==> src/rtl/gpu_pkg.sv <==
`default_nettype none
//==============================================================================
// Module   : gpu_pkg
// Brief    : Shared opcodes, FSM states, register map and rect corner helper
//            for the GPU command engine.
// Revision : 1.0 - initial release
//==============================================================================
package gpu_pkg;

    typedef enum logic [3:0] {
        OP_NOP       = 4'd0,
        OP_SET_P1    = 4'd1,
        OP_SET_P2    = 4'd2,
        OP_SET_COLOR = 4'd3,
        OP_DRAW_LINE = 4'd4,
        OP_DRAW_RECT = 4'd5
    } opcode_e;

    typedef enum logic [1:0] {
        ST_IDLE   = 2'd0,
        ST_DECODE = 2'd1,
        ST_ISSUE  = 2'd2,
        ST_WAIT   = 2'd3
    } state_e;

    // Register map, decoded on paddr[3:2]
    localparam logic [1:0] C_ADDR_CMD    = 2'd0;
    localparam logic [1:0] C_ADDR_STATUS = 2'd1;

    localparam int C_STAT_BUSY      = 0;
    localparam int C_STAT_FULL      = 1;
    localparam int C_STAT_EMPTY     = 2;
    localparam int C_STAT_OVF       = 3;
    localparam int C_STAT_ILL       = 4;
    localparam int C_STAT_COUNT_LSB = 8;
    localparam int C_STAT_DRAWS_LSB = 16;

    // Corners numbered 0:(x1,y1) 1:(x2,y1) 2:(x2,y2) 3:(x1,y2); edge k runs
    // from corner k to corner k+1. Returns {use_x2, use_y2}.
    function automatic logic [1:0] rect_corner(input logic [1:0] edge_idx,
                                               input logic       end_pt);
        logic [1:0] k;
        k = edge_idx + {1'b0, end_pt};
        return {k[1] ^ k[0], k[1]};
    endfunction

endpackage
`default_nettype wire

==> src/rtl/gpu_cmd_fifo.sv <==
`default_nettype none
//==============================================================================
// Module   : gpu_cmd_fifo
// Brief    : Synchronous command FIFO with fall-through read data and
//            occupancy count.
// Revision : 1.0 - initial release
//==============================================================================
module gpu_cmd_fifo #(
    parameter int DATA_BITS = 32,
    parameter int DEPTH     = 8
) (
    input  logic                         clk,
    input  logic                         rst,
    input  logic                         push,
    input  logic                         pop,
    input  logic [DATA_BITS-1:0]         wdata,
    output logic [DATA_BITS-1:0]         rdata,
    output logic                         full,
    output logic                         empty,
    output logic [$clog2(DEPTH):0]       count
);

    localparam int AW = $clog2(DEPTH);
    localparam int CW = AW + 1;

    logic [DATA_BITS-1:0] r_mem [DEPTH];
    logic [AW-1:0]        r_wr_ptr;
    logic [AW-1:0]        r_rd_ptr;
    logic [CW-1:0]        r_count;
    logic                 w_do_push;
    logic                 w_do_pop;

    assign full      = (r_count == CW'(DEPTH));
    assign empty     = (r_count == '0);
    assign count     = r_count;
    assign rdata     = r_mem[r_rd_ptr];
    assign w_do_push = push & ~full;
    assign w_do_pop  = pop & ~empty;

    // Storage needs no reset; only the pointers define validity
    always_ff @(posedge clk) begin
        if (w_do_push) begin
            r_mem[r_wr_ptr] <= wdata;
        end
    end

    always_ff @(posedge clk or posedge rst) begin
        if (rst) begin
            r_wr_ptr <= '0;
            r_rd_ptr <= '0;
            r_count  <= '0;
        end else begin
            if (w_do_push) begin
                r_wr_ptr <= r_wr_ptr + AW'(1);
            end
            if (w_do_pop) begin
                r_rd_ptr <= r_rd_ptr + AW'(1);
            end
            case ({w_do_push, w_do_pop})
                2'b10:   r_count <= r_count + CW'(1);
                2'b01:   r_count <= r_count - CW'(1);
                default: r_count <= r_count;
            endcase
        end
    end

endmodule
`default_nettype wire

==> src/rtl/gpu_cmd_engine.sv <==
`default_nettype none
//==============================================================================
// Module   : gpu_cmd_engine
// Brief    : APB3 command front end; buffers draw commands and sequences a
//            line rasteriser, expanding rectangles into four line draws.
// Revision : 1.0 - initial release
//==============================================================================
module gpu_cmd_engine
    import gpu_pkg::*;
#(
    parameter int WIDTH_BITS   = 10,
    parameter int HEIGHT_BITS  = 9,
    parameter int CHANNEL_BITS = 8,
    parameter int FIFO_DEPTH   = 8
) (
    input  logic                    clk,
    input  logic                    rst,
    input  logic [31:0]             paddr_i,
    input  logic [31:0]             pwdata_i,
    input  logic                    psel_i,
    input  logic                    penable_i,
    input  logic                    pwrite_i,
    output logic [31:0]             prdata_o,
    output logic                    pready_o,
    output logic                    pslverr_o,
    output logic [WIDTH_BITS-1:0]   x1_o,
    output logic [WIDTH_BITS-1:0]   x2_o,
    output logic [HEIGHT_BITS-1:0]  y1_o,
    output logic [HEIGHT_BITS-1:0]  y2_o,
    output logic [CHANNEL_BITS-1:0] r_o,
    output logic [CHANNEL_BITS-1:0] g_o,
    output logic [CHANNEL_BITS-1:0] b_o,
    output logic                    start_o,
    input  logic                    done_i,
    output logic                    busy_o
);

    localparam int W  = WIDTH_BITS;
    localparam int H  = HEIGHT_BITS;
    localparam int C  = CHANNEL_BITS;
    localparam int CW = $clog2(FIFO_DEPTH) + 1;

    logic [31:0]   w_rdata;
    logic          w_full;
    logic          w_empty;
    logic [CW-1:0] w_count;
    logic          w_apb_wr;
    logic          w_cmd_wr;
    logic          w_stat_wr;
    logic          w_stat_rd;
    logic          w_push;

    state_e        r_state;
    state_e        w_state_nxt;
    logic          w_pop;
    logic          w_load_ep;
    logic [1:0]    w_sel_edge;
    logic          w_sel_rect;
    logic          w_draw_done;
    logic [3:0]    w_op;

    logic [31:0]   r_cmd;
    logic [W-1:0]  r_p1x, r_p2x, r_x1, r_x2;
    logic [H-1:0]  r_p1y, r_p2y, r_y1, r_y2;
    logic [C-1:0]  r_red, r_grn, r_blu;
    logic [1:0]    r_edge_idx;
    logic [1:0]    r_last_idx;
    logic          r_is_rect;
    logic [7:0]    r_draws;
    logic          r_ovf;
    logic          r_ill;

    logic [1:0]    w_c0;
    logic [1:0]    w_c1;
    logic [W-1:0]  w_ex1, w_ex2;
    logic [H-1:0]  w_ey1, w_ey2;
    logic          w_unused;

    assign w_apb_wr  = psel_i & penable_i & pwrite_i;
    assign w_cmd_wr  = w_apb_wr && (paddr_i[3:2] == C_ADDR_CMD);
    assign w_stat_wr = w_apb_wr && (paddr_i[3:2] == C_ADDR_STATUS);
    assign w_stat_rd = psel_i && !pwrite_i && (paddr_i[3:2] == C_ADDR_STATUS);
    // Full is judged before any same-cycle pop, so a full FIFO always drops
    assign w_push    = w_cmd_wr & ~w_full;
    assign pslverr_o = w_cmd_wr & w_full;
    assign pready_o  = 1'b1;
    assign w_op      = r_cmd[31:28];
    assign w_unused  = ^{paddr_i, r_cmd};

    gpu_cmd_fifo #(
        .DATA_BITS (32),
        .DEPTH     (FIFO_DEPTH)
    ) u_fifo (
        .clk   (clk),
        .rst   (rst),
        .push  (w_push),
        .pop   (w_pop),
        .wdata (pwdata_i),
        .rdata (w_rdata),
        .full  (w_full),
        .empty (w_empty),
        .count (w_count)
    );

    always_ff @(posedge clk or posedge rst) begin
        if (rst) begin
            r_state <= ST_IDLE;
        end else begin
            r_state <= w_state_nxt;
        end
    end

    always_comb begin
        w_state_nxt = r_state;
        w_pop       = 1'b0;
        w_load_ep   = 1'b0;
        w_sel_edge  = 2'd0;
        w_sel_rect  = 1'b0;
        w_draw_done = 1'b0;
        start_o     = 1'b0;
        case (r_state)
            ST_IDLE: begin
                if (!w_empty) begin
                    w_pop       = 1'b1;
                    w_state_nxt = ST_DECODE;
                end
            end
            ST_DECODE: begin
                case (w_op)
                    OP_DRAW_LINE: begin
                        w_load_ep   = 1'b1;
                        w_state_nxt = ST_ISSUE;
                    end
                    OP_DRAW_RECT: begin
                        w_load_ep   = 1'b1;
                        w_sel_rect  = 1'b1;
                        w_state_nxt = ST_ISSUE;
                    end
                    default: w_state_nxt = ST_IDLE;
                endcase
            end
            ST_ISSUE: begin
                start_o     = 1'b1;
                w_state_nxt = ST_WAIT;
            end
            ST_WAIT: begin
                if (done_i) begin
                    w_draw_done = 1'b1;
                    if (r_edge_idx == r_last_idx) begin
                        w_state_nxt = ST_IDLE;
                    end else begin
                        w_load_ep   = 1'b1;
                        w_sel_edge  = r_edge_idx + 2'd1;
                        w_sel_rect  = r_is_rect;
                        w_state_nxt = ST_ISSUE;
                    end
                end
            end
            default: w_state_nxt = ST_IDLE;
        endcase
    end

    // Endpoint selection for the edge about to be issued
    always_comb begin
        w_c0  = rect_corner(w_sel_edge, 1'b0);
        w_c1  = rect_corner(w_sel_edge, 1'b1);
        w_ex1 = r_p1x;
        w_ey1 = r_p1y;
        w_ex2 = r_p2x;
        w_ey2 = r_p2y;
        if (w_sel_rect) begin
            w_ex1 = w_c0[1] ? r_p2x : r_p1x;
            w_ey1 = w_c0[0] ? r_p2y : r_p1y;
            w_ex2 = w_c1[1] ? r_p2x : r_p1x;
            w_ey2 = w_c1[0] ? r_p2y : r_p1y;
        end
    end

    always_ff @(posedge clk or posedge rst) begin
        if (rst) begin
            r_cmd      <= '0;
            r_p1x      <= '0;
            r_p1y      <= '0;
            r_p2x      <= '0;
            r_p2y      <= '0;
            r_x1       <= '0;
            r_y1       <= '0;
            r_x2       <= '0;
            r_y2       <= '0;
            r_red      <= '0;
            r_grn      <= '0;
            r_blu      <= '0;
            r_edge_idx <= '0;
            r_last_idx <= '0;
            r_is_rect  <= 1'b0;
            r_draws    <= '0;
            r_ovf      <= 1'b0;
            r_ill      <= 1'b0;
        end else begin
            if (w_pop) begin
                r_cmd <= w_rdata;
            end
            if (w_stat_wr && pwdata_i[C_STAT_OVF]) begin
                r_ovf <= 1'b0;
            end
            if (w_stat_wr && pwdata_i[C_STAT_ILL]) begin
                r_ill <= 1'b0;
            end
            if (pslverr_o) begin
                r_ovf <= 1'b1;
            end
            if (r_state == ST_DECODE) begin
                case (w_op)
                    OP_NOP: ;
                    OP_SET_P1: begin
                        r_p1x <= r_cmd[W-1:0];
                        r_p1y <= r_cmd[W+H-1:W];
                    end
                    OP_SET_P2: begin
                        r_p2x <= r_cmd[W-1:0];
                        r_p2y <= r_cmd[W+H-1:W];
                    end
                    OP_SET_COLOR: begin
                        r_red <= r_cmd[C-1:0];
                        r_grn <= r_cmd[2*C-1:C];
                        r_blu <= r_cmd[3*C-1:2*C];
                    end
                    OP_DRAW_LINE: begin
                        r_last_idx <= 2'd0;
                        r_is_rect  <= 1'b0;
                    end
                    OP_DRAW_RECT: begin
                        r_last_idx <= 2'd3;
                        r_is_rect  <= 1'b1;
                    end
                    default: r_ill <= 1'b1;
                endcase
            end
            if (w_load_ep) begin
                r_edge_idx <= w_sel_edge;
                r_x1       <= w_ex1;
                r_y1       <= w_ey1;
                r_x2       <= w_ex2;
                r_y2       <= w_ey2;
            end
            if (w_draw_done) begin
                r_draws <= r_draws + 8'd1;
            end
        end
    end

    always_comb begin
        prdata_o = '0;
        if (w_stat_rd) begin
            prdata_o[C_STAT_BUSY]                      = busy_o;
            prdata_o[C_STAT_FULL]                      = w_full;
            prdata_o[C_STAT_EMPTY]                     = w_empty;
            prdata_o[C_STAT_OVF]                       = r_ovf;
            prdata_o[C_STAT_ILL]                       = r_ill;
            prdata_o[C_STAT_COUNT_LSB+7:C_STAT_COUNT_LSB] = 8'(w_count);
            prdata_o[C_STAT_DRAWS_LSB+7:C_STAT_DRAWS_LSB] = r_draws;
        end
    end

    assign busy_o = (r_state != ST_IDLE) || !w_empty;
    assign x1_o   = r_x1;
    assign y1_o   = r_y1;
    assign x2_o   = r_x2;
    assign y2_o   = r_y2;
    assign r_o    = r_red;
    assign g_o    = r_grn;
    assign b_o    = r_blu;

endmodule
`default_nettype wire

==> config.mk <==
export PLATFORM = sky130hd
export DESIGN_NAME = gpu_cmd_engine
export DESIGN_NICKNAME = d
export VERILOG_FILES = /design/src/rtl/gpu_pkg.sv /design/src/rtl/gpu_cmd_fifo.sv /design/src/rtl/gpu_cmd_engine.sv
export SDC_FILE = /design/constraint.sdc
export NUM_CORES = 1
export LEC_CHECK = 0
export ABC_CLOCK_PERIOD_IN_PS = 10000
export CAP_MARGIN = 20
export CORE_ASPECT_RATIO = 2
export CORE_MARGIN = 2
export CORE_UTILIZATION = 50
export CTS_BUF_LIST = sky130_fd_sc_hd__clkbuf_4 sky130_fd_sc_hd__clkbuf_8 sky130_fd_sc_hd__clkbuf_16
export DETAILED_ROUTE_END_ITERATION = 12
export GPL_TIMING_DRIVEN = 0
export PLACE_DENSITY = 0.75
export SLEW_MARGIN = 20
export SYNTH_ARGS = -nofsm -noshare
export SYNTH_HDL_FRONTEND = slang
export SYNTH_SLANG_ARGS = --single-unit
==> constraint.sdc <==
create_clock -name clk -period 10 [get_ports clk]
set_clock_uncertainty 0.05 [all_clocks]
set_input_delay 2 -clock clk [delete_from_list [all_inputs] [get_ports clk]]
set_output_delay 2 -clock clk [all_outputs]
set_load 0.1 [all_outputs]
==> impl_metrics.csv <==
group,metric,value,unit
outcome,outcome,"finished clean",
sta,setup_viol,0,
sta,hold_viol,0,
critical_path,arrival,4.79,ns
floorplanning,die_h,251,um
sta,setup-tns-final,0,ns
clock_tree,ctsResizeCount,0,
finish,layout.nets,1206,
clock_tree,ctsHoldBuffers,0,
floorplanning,start_util,50.6,%
worst_hold_path,hold_class,"register to register",
critical_path,cp_common_cell,"clkdlybuf4s50_1",
power,p_sw,0.00246,W
placement,dp_cells,1465,
synthesis,synth_ff_type,"edfxtp_1",
synthesis,synth_edf_count,224,
power,power_frac_comb,41.3,%
global_route,grt.overflow.total,0,
worst_hold_path,holdPathEnd,"r_draws[7]",
placement,dp_hpwl,23300,um
sta,worstMarginPinSlew,1.12,ns
power,p_seq_share,36.7,%
routing,route.vias.total,8645,
sta,max_slew_margin,25.2,%
clock_tree,clkTransAtPathRegs,0.07,ns
sta,whs,0.432,ns
finish,final_cell_area,18300,sq um
floorplanning,core-area,30100,sq um
critical_path,crit_buf_inv,3,
synthesis,avgSynthCellArea,16.0,sq um
synthesis,syn_area,15200,sq um
power,powerDensity,327,nW/um^2
global_route,first_global_vias,9108,
sta,fin_crit_sh,68.4,%
synthesis,seq_area_frac_synth,69.4,%
placement,placed_cell_area,17200,sq um
sta,clock.fmax,0.146,GHz
critical_path,criticalPathCategory,"input pin to output pin",
synthesis,ys_types,47,
power,pwr-share-clk,22.0,%
finish,diodes,0,
critical_path,crit_chain,"clkdlybuf4s50_1, nor4bb_1, clkbuf_1, and2_1, clkdlybuf4s50_1",
sta,fin_ws,3.16,ns
power,netSwitchingFraction,41.2,%
worst_hold_path,hold_depth,1,
synthesis,async_flop_share,40.6,%
critical_path,slowest_delay,1.14,ns
clock_tree,post_cts_buffers,0,
power,internal-power,0.00351,W
critical_path,reg2reg_to,"u_fifo.r_mem[1][10]",
critical_path,end_kind,"output pin",
critical_path,cp_slowest_cell,"clkdlybuf4s50_1",
worst_hold_path,hp-start,"r_draws[7]",
critical_path,r2r_slack,6.82,ns
global_route,grt_usage,21.5,%
routing,wirelength,33400,um
power,vdd_drop_max,190,uV
routing,wl_per_cell,22.0,um
critical_path,critical-path-top-delay-family,"buffers and inverters",
finish,area.growth.synth_to_final,20.2,%
clock_tree,root_buffer,"clkbuf_16",
finish,layout-drive-gt1-share,17.6,%
floorplanning,ios,168,
placement,place_congestion,0.923,
global_route,grt_pass1_wl,52200,um
critical_path,crit_required,7.95,ns
routing,postRouteAntennaNets,0,
clock_tree,cts_buffers,31,
clock_tree,worstSkewPairLatency,0.58,ns
synthesis,synthesis.instances,952,
global_route,grt_max_degree,96,
power,p_leak,6.77,nW
critical_path,reg2reg_from,"u_fifo.count[1]",
critical_path,critPathMaxFanout,10,
routing,drc,0,
floorplanning,num_rows,90,
floorplanning,die_area,31900,sq um
routing,vias_per_cell,5.68,
finish,final_common_cell,"edfxtp_1",
sta,period_minus_slack,6.84,ns
clock_tree,cts_buffer_depth,3,
clock_tree,clkSinkCount,377,
placement,pre_cts_ws,3.17,ns
sta,rsz0062_at_grt,"no",
synthesis,ys.warnings.count,0,
synthesis,synth-seq-cells,377,
placement,port-buffer-count,117,
routing,dr.pass1.iters,5,
clock_tree,cts_tree,"done",
sta,finalMaxSlewViolations,0,
critical_path,r2r_cells,7,
critical_path,startpoint_type,"input pin",
global_route,grt_antenna_before_repair,1,
floorplanning,die_w,127,um
finish,final_cell_mix,"224 x edfxtp_1, 153 x dfrtp_1, 117 x clkdlybuf4s50_1",
clock_tree,h-tree-depth,1,
flow_run,cap_violations,0,
routing,drt_iter0_drc,594,
finish,stdcell_count,1523,
## logic make-up (layout without fill, tap and decap cells)
logic type	after synthesis	in the layout	share of synthesized area, %
AOI/OAI and AO/OA	127	127	4.77
xor gates and xnor gates	16	16	0.921
adders and majority gates	6	6	0.493
buffers and inverters	77	266	2.67
DFF	377	377	69.4
muxes	157	157	15.5
other	2	16	0.0494
and+or+nand+nor	190	190	6.24
## per-layer routing
layer | vias to the layer above | routed length, um | GRT usage [%] | share of wire, %
li1 | 3958 | - | - | -
met1 | 4383 | 11500 | 23.1 | 34
met2 | 236 | 19600 | 42.2 | 59
met3 | 66 | 1160 | 2.35 | 3.5
met4 | 2 | 1130 | 8.10 | 3.4
met5 | - | 13 | 0 | 0.039
## state kept, by name (all words and copies together) (netlist names), 9 cells and up
| signal | count |
|---|---|
| y2_o | 9 |
| r_p1x | 10 |
| r_p2x | 10 |
| r_p2y | 9 |
| r_cmd | 28 |
| r_p1y | 9 |
| u_fifo.r_mem | 224 |
| x1_o | 10 |
| x2_o | 10 |
| y1_o | 9 |
## worst register-to-register path: stages (launching register included)
cell and delay (ns):
dfrtp_1 0.35, clkbuf_1 0.31, or4b_1 0.24, nor3b_2 0.44, nand2_1 0.32, nor3_2 0.64
buf_4 0.33, buf_4 0.22
## cell usage after synthesis (2+ instances only)
cell       number  area share (%)
buf_2          22            0.72
a21oi_1        25            0.82
edfxtp_1      224              44
and3_1          4            0.16
mux2i_1        37             2.4
a31oi_1        21            0.86
nand3_1        26            0.86
nand2_1        64             1.6
xnor2_1         8            0.46
nor3_1         32             1.1
mux2_2         23             1.7
nand4b_1        3            0.17
and2_1         16            0.66
nand3b_1        2           0.099
nor3b_1         2           0.099
ha_1            6            0.49
o21ai_0        66             2.2
conb_1          2           0.049
a2bb2oi_1      10            0.58
inv_1           5            0.12
buf_4          18            0.89
buf_6           3            0.22
xor2_1          8            0.46
mux2_1         41             3.0
dfrtp_1       153              25
mux4_2         56             8.3
clkbuf_1       28            0.69
nand2b_1        4            0.16
nor2_1         24            0.59
or3_1           2           0.082
## how the worst max path moves through the flow
stage	from	endpoint	depth (start not counted)
2_1_floorplan	paddr_i[3]	pslverr_o	2
3_3_place_gp	rst	b_o[5]	2
3_5_place_dp	paddr_i[2]	prdata_o[9]	5
4_1_cts	paddr_i[2]	prdata_o[9]	5
5_1_grt	paddr_i[2]	prdata_o[22]	5
6_report	paddr_i[2]	prdata_o[9]	5
## layout make-up
class	instances	area (sq um)
Buffer	72	388
Clock buffer	34	805
Clock inverter	24	322
Fill cell	2191	11800
Inverter	5	26.3
Multi-Input combinational cell	512	4360
Sequential cell	377	10600
Tap cell	368	460
Timing Repair Buffer	131	1370
## power groups by stage
stage,clock network (W),logic [W],registers [W]
floorplan,0,0.00105,0.00297
global placement,0,0.00242,0.00220
detailed placement,0,0.00248,0.00222
CTS,0.00134,0.00249,0.00219
global route,0.00140,0.00261,0.00223
finish,0.00132,0.00247,0.00219
## per-stage QoR
step	power [W]	util, %
after floorplan	0.00402	-
after global placement	0.00463	56.2
after detailed placement	0.00470	57.1
after CTS	0.00602	60.8
after global routing	0.00624	60.8
final	0.00598	60.8
Power figures use the tool's default switching activity.
